## src/rtl/conv_window_pkg.sv

```systemverilog
// Shared types and width helpers for the horizontal window controller.
package conv_window_pkg;

   typedef enum logic [1:0] {
      IDLE,
      RUN,
      RPAD,
      DONE
   } state_e;

   function automatic int clog2_min1(input int v);
      return (v <= 2) ? 1 : $clog2(v);
   endfunction

   function automatic int x_width(input int max_x, input int pl, input int pr);
      return $clog2(max_x + pl + pr + 1);
   endfunction

   function automatic int win_count(input int len, input int ker, input int stride);
      if (len < ker) return 0;
      return (len - ker) / stride + 1;
   endfunction

endpackage

```

## src/rtl/conv_window_if.sv

```systemverilog
// Streamer/controller/MAC-side bundle of the window controller.
interface conv_window_if #(
   parameter int KER_SIZE  = 3,
   parameter int PAD_L     = 1,
   parameter int PAD_R     = 1,
   parameter int NUM_CH    = 1,
   parameter int MAX_X_DIM = 256
) ();
   localparam int XW = conv_window_pkg::x_width(MAX_X_DIM, PAD_L, PAD_R);
   localparam int KW = conv_window_pkg::clog2_min1(KER_SIZE);
   localparam int CW = conv_window_pkg::clog2_min1(NUM_CH);

   logic                start;
   logic [XW-1:0]       cfg_x_dim;
   logic                in_valid;
   logic                in_ready;
   logic                wr_en;
   logic [KW-1:0]       col_ptr;
   logic [CW-1:0]       ch_idx;
   logic                pad_valid;
   logic                win_valid;
   logic [XW-1:0]       win_start;
   logic [KER_SIZE-1:0] left_pad_mask;
   logic [KER_SIZE-1:0] right_pad_mask;
   logic                row_done;
   logic                busy;
   logic                cfg_err;

   modport master (
      output start, cfg_x_dim, in_valid,
      input  in_ready, wr_en, col_ptr, ch_idx, pad_valid,
      input  win_valid, win_start, left_pad_mask, right_pad_mask,
      input  row_done, busy, cfg_err
   );

   modport slave (
      input  start, cfg_x_dim, in_valid,
      output in_ready, wr_en, col_ptr, ch_idx, pad_valid,
      output win_valid, win_start, left_pad_mask, right_pad_mask,
      output row_done, busy, cfg_err
   );

endinterface

```

## src/rtl/conv_window_ctrl_pad_mask_gen.sv

```systemverilog
// Maps a window start to per-column left/right pad masks.
module pad_mask_gen #(
   parameter int KER_SIZE = 3,
   parameter int XW       = 9
) (
   input  logic [XW-1:0]       s_i,
   input  logic [XW-1:0]       x_i,
   input  logic [XW-1:0]       pad_l_i,
   output logic [KER_SIZE-1:0] left_o,
   output logic [KER_SIZE-1:0] right_o
);
   logic [XW:0] pos;
   logic [XW:0] rlim;

   always_comb begin
      left_o  = '0;
      right_o = '0;
      pos     = '0;
      rlim    = {1'b0, pad_l_i} + {1'b0, x_i};
      for (int i = 0; i < KER_SIZE; i++) begin
         pos        = {1'b0, s_i} + (XW+1)'(i);
         left_o[i]  = pos < {1'b0, pad_l_i};
         right_o[i] = pos >= rlim;
      end
   end

endmodule

```

## src/rtl/conv_window_ctrl.sv

```systemverilog
// Sequences one padded row through a KER_SIZE-column circular line buffer.
// Emits write/pad strobes and strided window descriptors with pad masks.
module conv_window_ctrl #(
   parameter int KER_SIZE  = 3,
   parameter int PAD_L     = 1,
   parameter int PAD_R     = 1,
   parameter int STRIDE    = 1,
   parameter int NUM_CH    = 1,
   parameter int MAX_X_DIM = 256
) (
   input logic clk,
   input logic rst,
   conv_window_if.slave bus
);
   import conv_window_pkg::*;

   localparam int XW = x_width(MAX_X_DIM, PAD_L, PAD_R);
   localparam int KW = clog2_min1(KER_SIZE);
   localparam int CW = clog2_min1(NUM_CH);
   localparam int SW = clog2_min1(STRIDE);

   localparam logic [KW-1:0] COL0     = KW'(PAD_L % KER_SIZE);
   localparam logic [KW-1:0] COL_LAST = KW'(KER_SIZE - 1);
   localparam logic [CW-1:0] CH_LAST  = CW'(NUM_CH - 1);
   localparam logic [SW-1:0] PH_LAST  = SW'(STRIDE - 1);
   localparam logic [XW-1:0] PL       = XW'(PAD_L);
   localparam logic [XW-1:0] PR       = XW'(PAD_R);
   localparam logic [XW-1:0] K1       = XW'(KER_SIZE - 1);
   localparam logic [XW:0]   MAXX     = (XW+1)'(MAX_X_DIM);
   localparam logic [XW:0]   KEXT     = (XW+1)'(KER_SIZE);
   localparam logic [XW:0]   PADS     = (XW+1)'(PAD_L + PAD_R);

   state_e              state_q, state_d;
   logic [XW-1:0]       x_q, x_d;
   logic [XW-1:0]       p_q, p_d;
   logic [KW-1:0]       col_q, col_d;
   logic [CW-1:0]       ch_q, ch_d;
   logic [SW-1:0]       ph_q, ph_d;
   logic                win_v_q;
   logic [XW-1:0]       win_s_q;
   logic                row_done_q;
   logic                cfg_err_q;

   logic [XW:0]         x_ext, len_ext;
   logic                cfg_ok, accept, reject;
   logic                wr, comp, in_range, win_fire;
   logic [XW-1:0]       last_data, last_pos;
   logic [KW-1:0]       col_inc;
   logic [KER_SIZE-1:0] lm_raw, rm_raw;

   assign x_ext   = {1'b0, bus.cfg_x_dim};
   assign len_ext = x_ext + PADS;
   assign cfg_ok  = (x_ext != '0) && (x_ext <= MAXX) && (len_ext >= KEXT);
   assign accept  = (state_q == IDLE) && bus.start && cfg_ok;
   assign reject  = (state_q == IDLE) && bus.start && !cfg_ok;

   assign wr        = (state_q == RUN) && bus.in_valid;
   assign last_data = PL + x_q - 1'b1;
   assign last_pos  = last_data + PR;
   assign col_inc   = (col_q == COL_LAST) ? '0 : col_q + 1'b1;

   // A column completes on its last channel beat, or on its pad cycle.
   assign comp     = (wr && (ch_q == CH_LAST)) || (state_q == RPAD);
   assign in_range = comp && (p_q >= K1);
   assign win_fire = in_range && (ph_q == '0);

   always_comb begin
      state_d = state_q;
      x_d     = x_q;
      p_d     = p_q;
      col_d   = col_q;
      ch_d    = ch_q;
      ph_d    = ph_q;
      unique case (state_q)
         IDLE: begin
            if (accept) begin
               state_d = RUN;
               x_d     = bus.cfg_x_dim;
               p_d     = PL;
               col_d   = COL0;
               ch_d    = '0;
               ph_d    = '0;
            end
         end
         RUN: begin
            if (wr) begin
               if (ch_q == CH_LAST) begin
                  ch_d  = '0;
                  col_d = col_inc;
                  p_d   = p_q + 1'b1;
                  if (p_q == last_data) begin
                     state_d = (PAD_R > 0) ? RPAD : DONE;
                  end
               end else begin
                  ch_d = ch_q + 1'b1;
               end
            end
         end
         RPAD: begin
            col_d = col_inc;
            p_d   = p_q + 1'b1;
            if (p_q == last_pos) state_d = DONE;
         end
         DONE: begin
            col_d   = COL0;
            state_d = IDLE;
         end
      endcase
      if (in_range) begin
         ph_d = (ph_q == PH_LAST) ? '0 : ph_q + 1'b1;
      end
   end

   always_ff @(posedge clk) begin
      if (rst) begin
         state_q    <= IDLE;
         x_q        <= '0;
         p_q        <= '0;
         col_q      <= COL0;
         ch_q       <= '0;
         ph_q       <= '0;
         win_v_q    <= 1'b0;
         win_s_q    <= '0;
         row_done_q <= 1'b0;
         cfg_err_q  <= 1'b0;
      end else begin
         state_q    <= state_d;
         x_q        <= x_d;
         p_q        <= p_d;
         col_q      <= col_d;
         ch_q       <= ch_d;
         ph_q       <= ph_d;
         win_v_q    <= win_fire;
         win_s_q    <= win_fire ? (p_q - K1) : '0;
         row_done_q <= (state_q == DONE);
         cfg_err_q  <= reject;
      end
   end

   pad_mask_gen #(
      .KER_SIZE(KER_SIZE),
      .XW      (XW)
   ) u_mask (
      .s_i    (win_s_q),
      .x_i    (x_q),
      .pad_l_i(PL),
      .left_o (lm_raw),
      .right_o(rm_raw)
   );

   assign bus.in_ready       = (state_q == RUN);
   assign bus.wr_en          = wr;
   assign bus.col_ptr        = col_q;
   assign bus.ch_idx         = ch_q;
   assign bus.pad_valid      = (state_q == RPAD);
   assign bus.win_valid      = win_v_q;
   assign bus.win_start      = win_s_q;
   assign bus.left_pad_mask  = win_v_q ? lm_raw : '0;
   assign bus.right_pad_mask = win_v_q ? rm_raw : '0;
   assign bus.row_done       = row_done_q;
   assign bus.busy           = (state_q != IDLE);
   assign bus.cfg_err        = cfg_err_q;

endmodule

```

## src/flat_wrapper.sv

```systemverilog
// flat-port wrapper written by rule: the top's interface ports become plain ports
module conv_window_ctrl_flat import conv_window_pkg::*;
#(
   parameter int KER_SIZE  = 3,
   parameter int PAD_L     = 1,
   parameter int PAD_R     = 1,
   parameter int STRIDE    = 1,
   parameter int NUM_CH    = 1,
   parameter int MAX_X_DIM = 256
)
  (clk, rst, bus_start, bus_cfg_x_dim, bus_in_valid, bus_in_ready, bus_wr_en, bus_col_ptr, bus_ch_idx, bus_pad_valid, bus_win_valid, bus_win_start, bus_left_pad_mask, bus_right_pad_mask, bus_row_done, bus_busy, bus_cfg_err);
  conv_window_if #(.KER_SIZE(KER_SIZE), .PAD_L(PAD_L), .PAD_R(PAD_R), .NUM_CH(NUM_CH), .MAX_X_DIM(MAX_X_DIM)) bus_i ();
  input logic clk;
  input logic rst;
  input wire logic [$bits(bus_i.start)-1:0] bus_start;
  input wire logic [$bits(bus_i.cfg_x_dim)-1:0] bus_cfg_x_dim;
  input wire logic [$bits(bus_i.in_valid)-1:0] bus_in_valid;
  output wire logic [$bits(bus_i.in_ready)-1:0] bus_in_ready;
  output wire logic [$bits(bus_i.wr_en)-1:0] bus_wr_en;
  output wire logic [$bits(bus_i.col_ptr)-1:0] bus_col_ptr;
  output wire logic [$bits(bus_i.ch_idx)-1:0] bus_ch_idx;
  output wire logic [$bits(bus_i.pad_valid)-1:0] bus_pad_valid;
  output wire logic [$bits(bus_i.win_valid)-1:0] bus_win_valid;
  output wire logic [$bits(bus_i.win_start)-1:0] bus_win_start;
  output wire logic [$bits(bus_i.left_pad_mask)-1:0] bus_left_pad_mask;
  output wire logic [$bits(bus_i.right_pad_mask)-1:0] bus_right_pad_mask;
  output wire logic [$bits(bus_i.row_done)-1:0] bus_row_done;
  output wire logic [$bits(bus_i.busy)-1:0] bus_busy;
  output wire logic [$bits(bus_i.cfg_err)-1:0] bus_cfg_err;
  assign bus_i.start = bus_start;
  assign bus_i.cfg_x_dim = bus_cfg_x_dim;
  assign bus_i.in_valid = bus_in_valid;
  assign bus_in_ready = bus_i.in_ready;
  assign bus_wr_en = bus_i.wr_en;
  assign bus_col_ptr = bus_i.col_ptr;
  assign bus_ch_idx = bus_i.ch_idx;
  assign bus_pad_valid = bus_i.pad_valid;
  assign bus_win_valid = bus_i.win_valid;
  assign bus_win_start = bus_i.win_start;
  assign bus_left_pad_mask = bus_i.left_pad_mask;
  assign bus_right_pad_mask = bus_i.right_pad_mask;
  assign bus_row_done = bus_i.row_done;
  assign bus_busy = bus_i.busy;
  assign bus_cfg_err = bus_i.cfg_err;
  conv_window_ctrl #(.KER_SIZE(KER_SIZE), .PAD_L(PAD_L), .PAD_R(PAD_R), .STRIDE(STRIDE), .NUM_CH(NUM_CH), .MAX_X_DIM(MAX_X_DIM)) u_core (.clk(clk), .rst(rst), .bus(bus_i));
endmodule
```

## config.mk

```make
export PLATFORM = sky130hd
export DESIGN_NAME = conv_window_ctrl_flat
export DESIGN_NICKNAME = d
export VERILOG_FILES = /design/src/rtl/conv_window_pkg.sv /design/src/rtl/conv_window_if.sv /design/src/rtl/conv_window_ctrl_pad_mask_gen.sv /design/src/rtl/conv_window_ctrl.sv /design/src/flat_wrapper.sv
export SDC_FILE = /design/constraint.sdc
export NUM_CORES = 1
export LEC_CHECK = 0
export ABC_CLOCK_PERIOD_IN_PS = 3110
export CAP_MARGIN = 10
export CORE_ASPECT_RATIO = 1.1
export CORE_MARGIN = 1
export CORE_UTILIZATION = 46
export CTS_CLUSTER_SIZE = 25
export DETAILED_ROUTE_END_ITERATION = 8
export GPL_TIMING_DRIVEN = 0
export PLACE_DENSITY_LB_ADDON = 0.12
export SLEW_MARGIN = 30
export SYNTH_ARGS = -nofsm -noshare
export SYNTH_HDL_FRONTEND = slang
export SYNTH_SLANG_ARGS = --single-unit
```

## constraint.sdc

```tcl
create_clock -name clk -period 3.11 [get_ports clk]
set_input_delay 0.622 -clock clk [delete_from_list [all_inputs] [get_ports clk]]
set_output_delay 0.622 -clock clk [all_outputs]
set_load 0.01 [all_outputs]
```

==> results.sh <==
export IMPL_gp_congestion=0.8324
export IMPL_cts_tree="done"
export IMPL_crit_path_end_kind="output port"
export IMPL_antenna_found_initial=0
export IMPL_stdcell_area_mm2=0.003920
export IMPL_ys_types=49
export IMPL_synth_area_leaders="dfxtp_1, ha_1, xnor2_1"
export IMPL_postRouteWirelength_mm=7.515
export IMPL_r2r_cells=7
export IMPL_irDropWorstVdd_mv=0.4165
export IMPL_drive_gt1_share_pct=20.05
export IMPL_grt_use_total_pct=22.68
export IMPL_core_area_mm2=0.006231
export IMPL_die_y_um=86.48
export IMPL_finalMaxSlewViolations=0
export IMPL_total_power_mw=1.958
export IMPL_finalSetupViolCount=0
export IMPL_h_tree_depth=2
export IMPL_grt_pass1_vias=2579
export IMPL_r2r_slack_ns=0.63
export IMPL_power_switching_share_pct=36.49
export IMPL_max_freq_ghz=0.3295
export IMPL_yosysTopAreaCell="dfxtp_1"
export IMPL_r2r_start="u_core.p_q[2]"
export IMPL_max_cap_violations=0
export IMPL_cts_sinks=34
export IMPL_ys_flop_type="dfxtp_1"
export IMPL_drtAntennaViolNets=0
export IMPL_clk_pin_slew_worst_paths_ns=0.08
export IMPL_worstPathArrival_ns=2.41
export IMPL_grt_first_pass_wirelength_mm=12.08
export IMPL_yosysSeqAreaShare_pct=22.81
export IMPL_netlist_area_mm2=0.002984
export IMPL_p_per_area_mw_per_mm2=499.5
export IMPL_comb_power_share_pct=45.8
export IMPL_ios=38
export IMPL_synth_nets=419
export IMPL_r2r_end="u_core.bus.win_start[3]"
export IMPL_relSlewSlack_pct=43.58
export IMPL_cp_startpoint="u_core.x_q[1]"
export IMPL_drt_initial_drc_count=47
export IMPL_grt_start_max_net_pins=13
export IMPL_die_width_um=78.80
export IMPL_synth_top_area_share_pct=22.81
export IMPL_hold_path_class="reg2reg"
export IMPL_status="complete, no violations"
export IMPL_synthCells=362
export IMPL_antenna_cells=0
export IMPL_dp_slack_ns=-0.4397
export IMPL_cts_hold_buf=0
export IMPL_rows=30
export IMPL_hold_viol=0
export IMPL_final_util_pct=62.91
export IMPL_placed_area_mm2=0.003435
export IMPL_ys_ff_latch=34
export IMPL_power_leakage_nw=1.636
export IMPL_start_kind="register"
export IMPL_final_cell_mix="ha_1, nor2_1, clkdlybuf4s50_1"
export IMPL_portBuffers=35
export IMPL_ys_warn_count=0
export IMPL_overflow=0
export IMPL_p_seq_share_pct=28.9
export IMPL_numCtsBuffers=5
export IMPL_place_hpwl_mm=5.419
export IMPL_syn_to_final_growth_pct=31.36
export IMPL_async_flop_share_pct=0
export IMPL_viasPerCell=5.577
export IMPL_wire_per_inst_um=15.21
export IMPL_final_common_cell="ha_1"
export IMPL_fin_crit_sh_pct=97.60
export IMPL_pwr_share_clk_pct=25.3
export IMPL_cts_path_max_buffers=2
export IMPL_synth_edf_count=0
export IMPL_dr_pass1_iters=4
export IMPL_dieArea_mm2=0.006814
export IMPL_initial_core_util_pct=47.89
export IMPL_intPower_mw=1.244
export IMPL_clock_latency_ns=0.29
export IMPL_nNetsFinal=470
export IMPL_crit_type="reg2out"
export IMPL_drc=0
export IMPL_syn_avg_cell_area_um2=8.243
export IMPL_ctsRootBufferMaster="clkbuf_8"
export IMPL_period_needed_ns=3.035
export IMPL_tightest_slew_ns=0.8371
export IMPL_vias=2755
export IMPL_cp_max_fo=4
export IMPL_cp_endpoint="bus_right_pad_mask[1]"
export IMPL_switching_power_mw=0.7146
export IMPL_finalWorstSetupSlack_ns=0.07464
export IMPL_skew_ns=0.008146
export IMPL_critPathRequiredTime_ns=2.49
==> power by group through the flow <==
stage	Combinational (mW)	Clock, mW	Sequential [mW]
after floorplan	0.589	0	0.552
after global placement	0.833	0	0.558
after detailed placement	0.840	0	0.559
after CTS	0.875	0.501	0.559
after global routing	0.987	0.516	0.573
final	0.897	0.494	0.567
==> logic make-up (layout without fill, tap and decap cells) <==
logic type / after synthesis / in the layout / share of synthesized area, %
DFF: 34 / 34 / 22.81
and+or+nand+nor: 130 / 130 / 23.69
buffers and inverters: 38 / 90 / 5.074
muxes: 11 / 11 / 3.690
adders and majority gates: 44 / 44 / 18.45
xor gates and xnor gates: 41 / 41 / 12.49
AOI/OAI and AO/OA: 63 / 63 / 13.67
other: 1 / 1 / 0.1257
==> sequential cells by signal (all words and copies together) (netlist names) <==
register and flops:
u_core.bus.cfg_err 1, u_core.bus.col_ptr 2, u_core.bus.row_done 1, u_core.bus.win_start 9
u_core.bus.win_valid 1, u_core.p_q 9, u_core.state_q 2, u_core.x_q 9
==> critical path, cell delays in order (launching register included) <==
cell	delay, ns
dfxtp_4	0.38
ha_4	0.15
and3_4	0.21
and3_4	0.22
nand3_4	0.10
xor2_4	0.20
buf_4	0.16
ha_1	0.26
o21a_1	0.11
o31ai_1	0.06
a21oi_1	0.13
buf_2	0.14
==> timing repair <==
item                                    CTS  global route
resized for setup                        62            26
pin swaps                                12            10
endpoints found under the setup margin    5             5
buffers inserted                         11             1
==> per-stage QoR <==
step / TNS, ns / hold WS (ns) / cells
after floorplan: 0 / 0.5146 / 362
after global placement: -1.204 / 0.4982 / 477
after detailed placement: -1.233 / 0.4940 / 477
after CTS: -0.004248 / 0.5164 / 494
after global routing: -0.007331 / 0.5420 / 494
final: 0 / 0.5231 / 494
==> layer usage <==
| layer | vias up | share of wire (%) | track usage (%) |
|---|---|---|---|
| met5 | - | 0 | 0 |
| met4 | 0 | 3.0 | 10.27 |
| met3 | 19 | 3.2 | 3.579 |
| met2 | 65 | 50 | 40.32 |
| met1 | 1299 | 44 | 26.65 |
| li1 | 1372 | - | - |
==> worst min path at each step <==
stage / start / endpoint / slack, ns / depth (start not counted)
3_3_place_gp: u_core.bus.col_ptr[1] / u_core.bus.col_ptr[1] / 0.50 / 2
4_1_cts: u_core.bus.col_ptr[1] / u_core.bus.col_ptr[1] / 0.52 / 2
6_report: u_core.bus.col_ptr[1] / u_core.bus.col_ptr[1] / 0.52 / 2
5_1_grt: u_core.bus.col_ptr[1] / u_core.bus.col_ptr[1] / 0.54 / 2
2_1_floorplan: u_core.bus.col_ptr[1] / u_core.bus.col_ptr[1] / 0.51 / 2
3_5_place_dp: u_core.bus.col_ptr[1] / u_core.bus.col_ptr[1] / 0.49 / 2
==> cell usage after synthesis (5+ instances only) <==
cell	n
nand4_1	5
o21a_1	5
nand3_1	14
dfxtp_1	34
inv_1	17
ha_1	44
nor2_1	35
nand2_1	18
xor2_1	14
mux2i_1	11
xnor2_1	26
and2_1	8
nor4_1	7
o21ai_0	15
a21oi_1	19
and3_1	7
clkbuf_1	16
nor2b_1	5
or3_1	7
==> area by class of cell <==
| class | instances | area, um2 |
|---|---|---|
| Sequential cell | 34 | 714.4 |
| Multi-Input combinational cell | 290 | 2384 |
| Buffer | 18 | 96.34 |
| Clock buffer | 5 | 68.82 |
| Tap cell | 80 | 100.1 |
| Timing Repair Buffer | 47 | 419.2 |
| Clock inverter | 3 | 68.82 |
| Inverter | 17 | 68.82 |
| Fill cell | 573 | 2311 |
No activity file was read; power rests on OpenSTA's default activity.
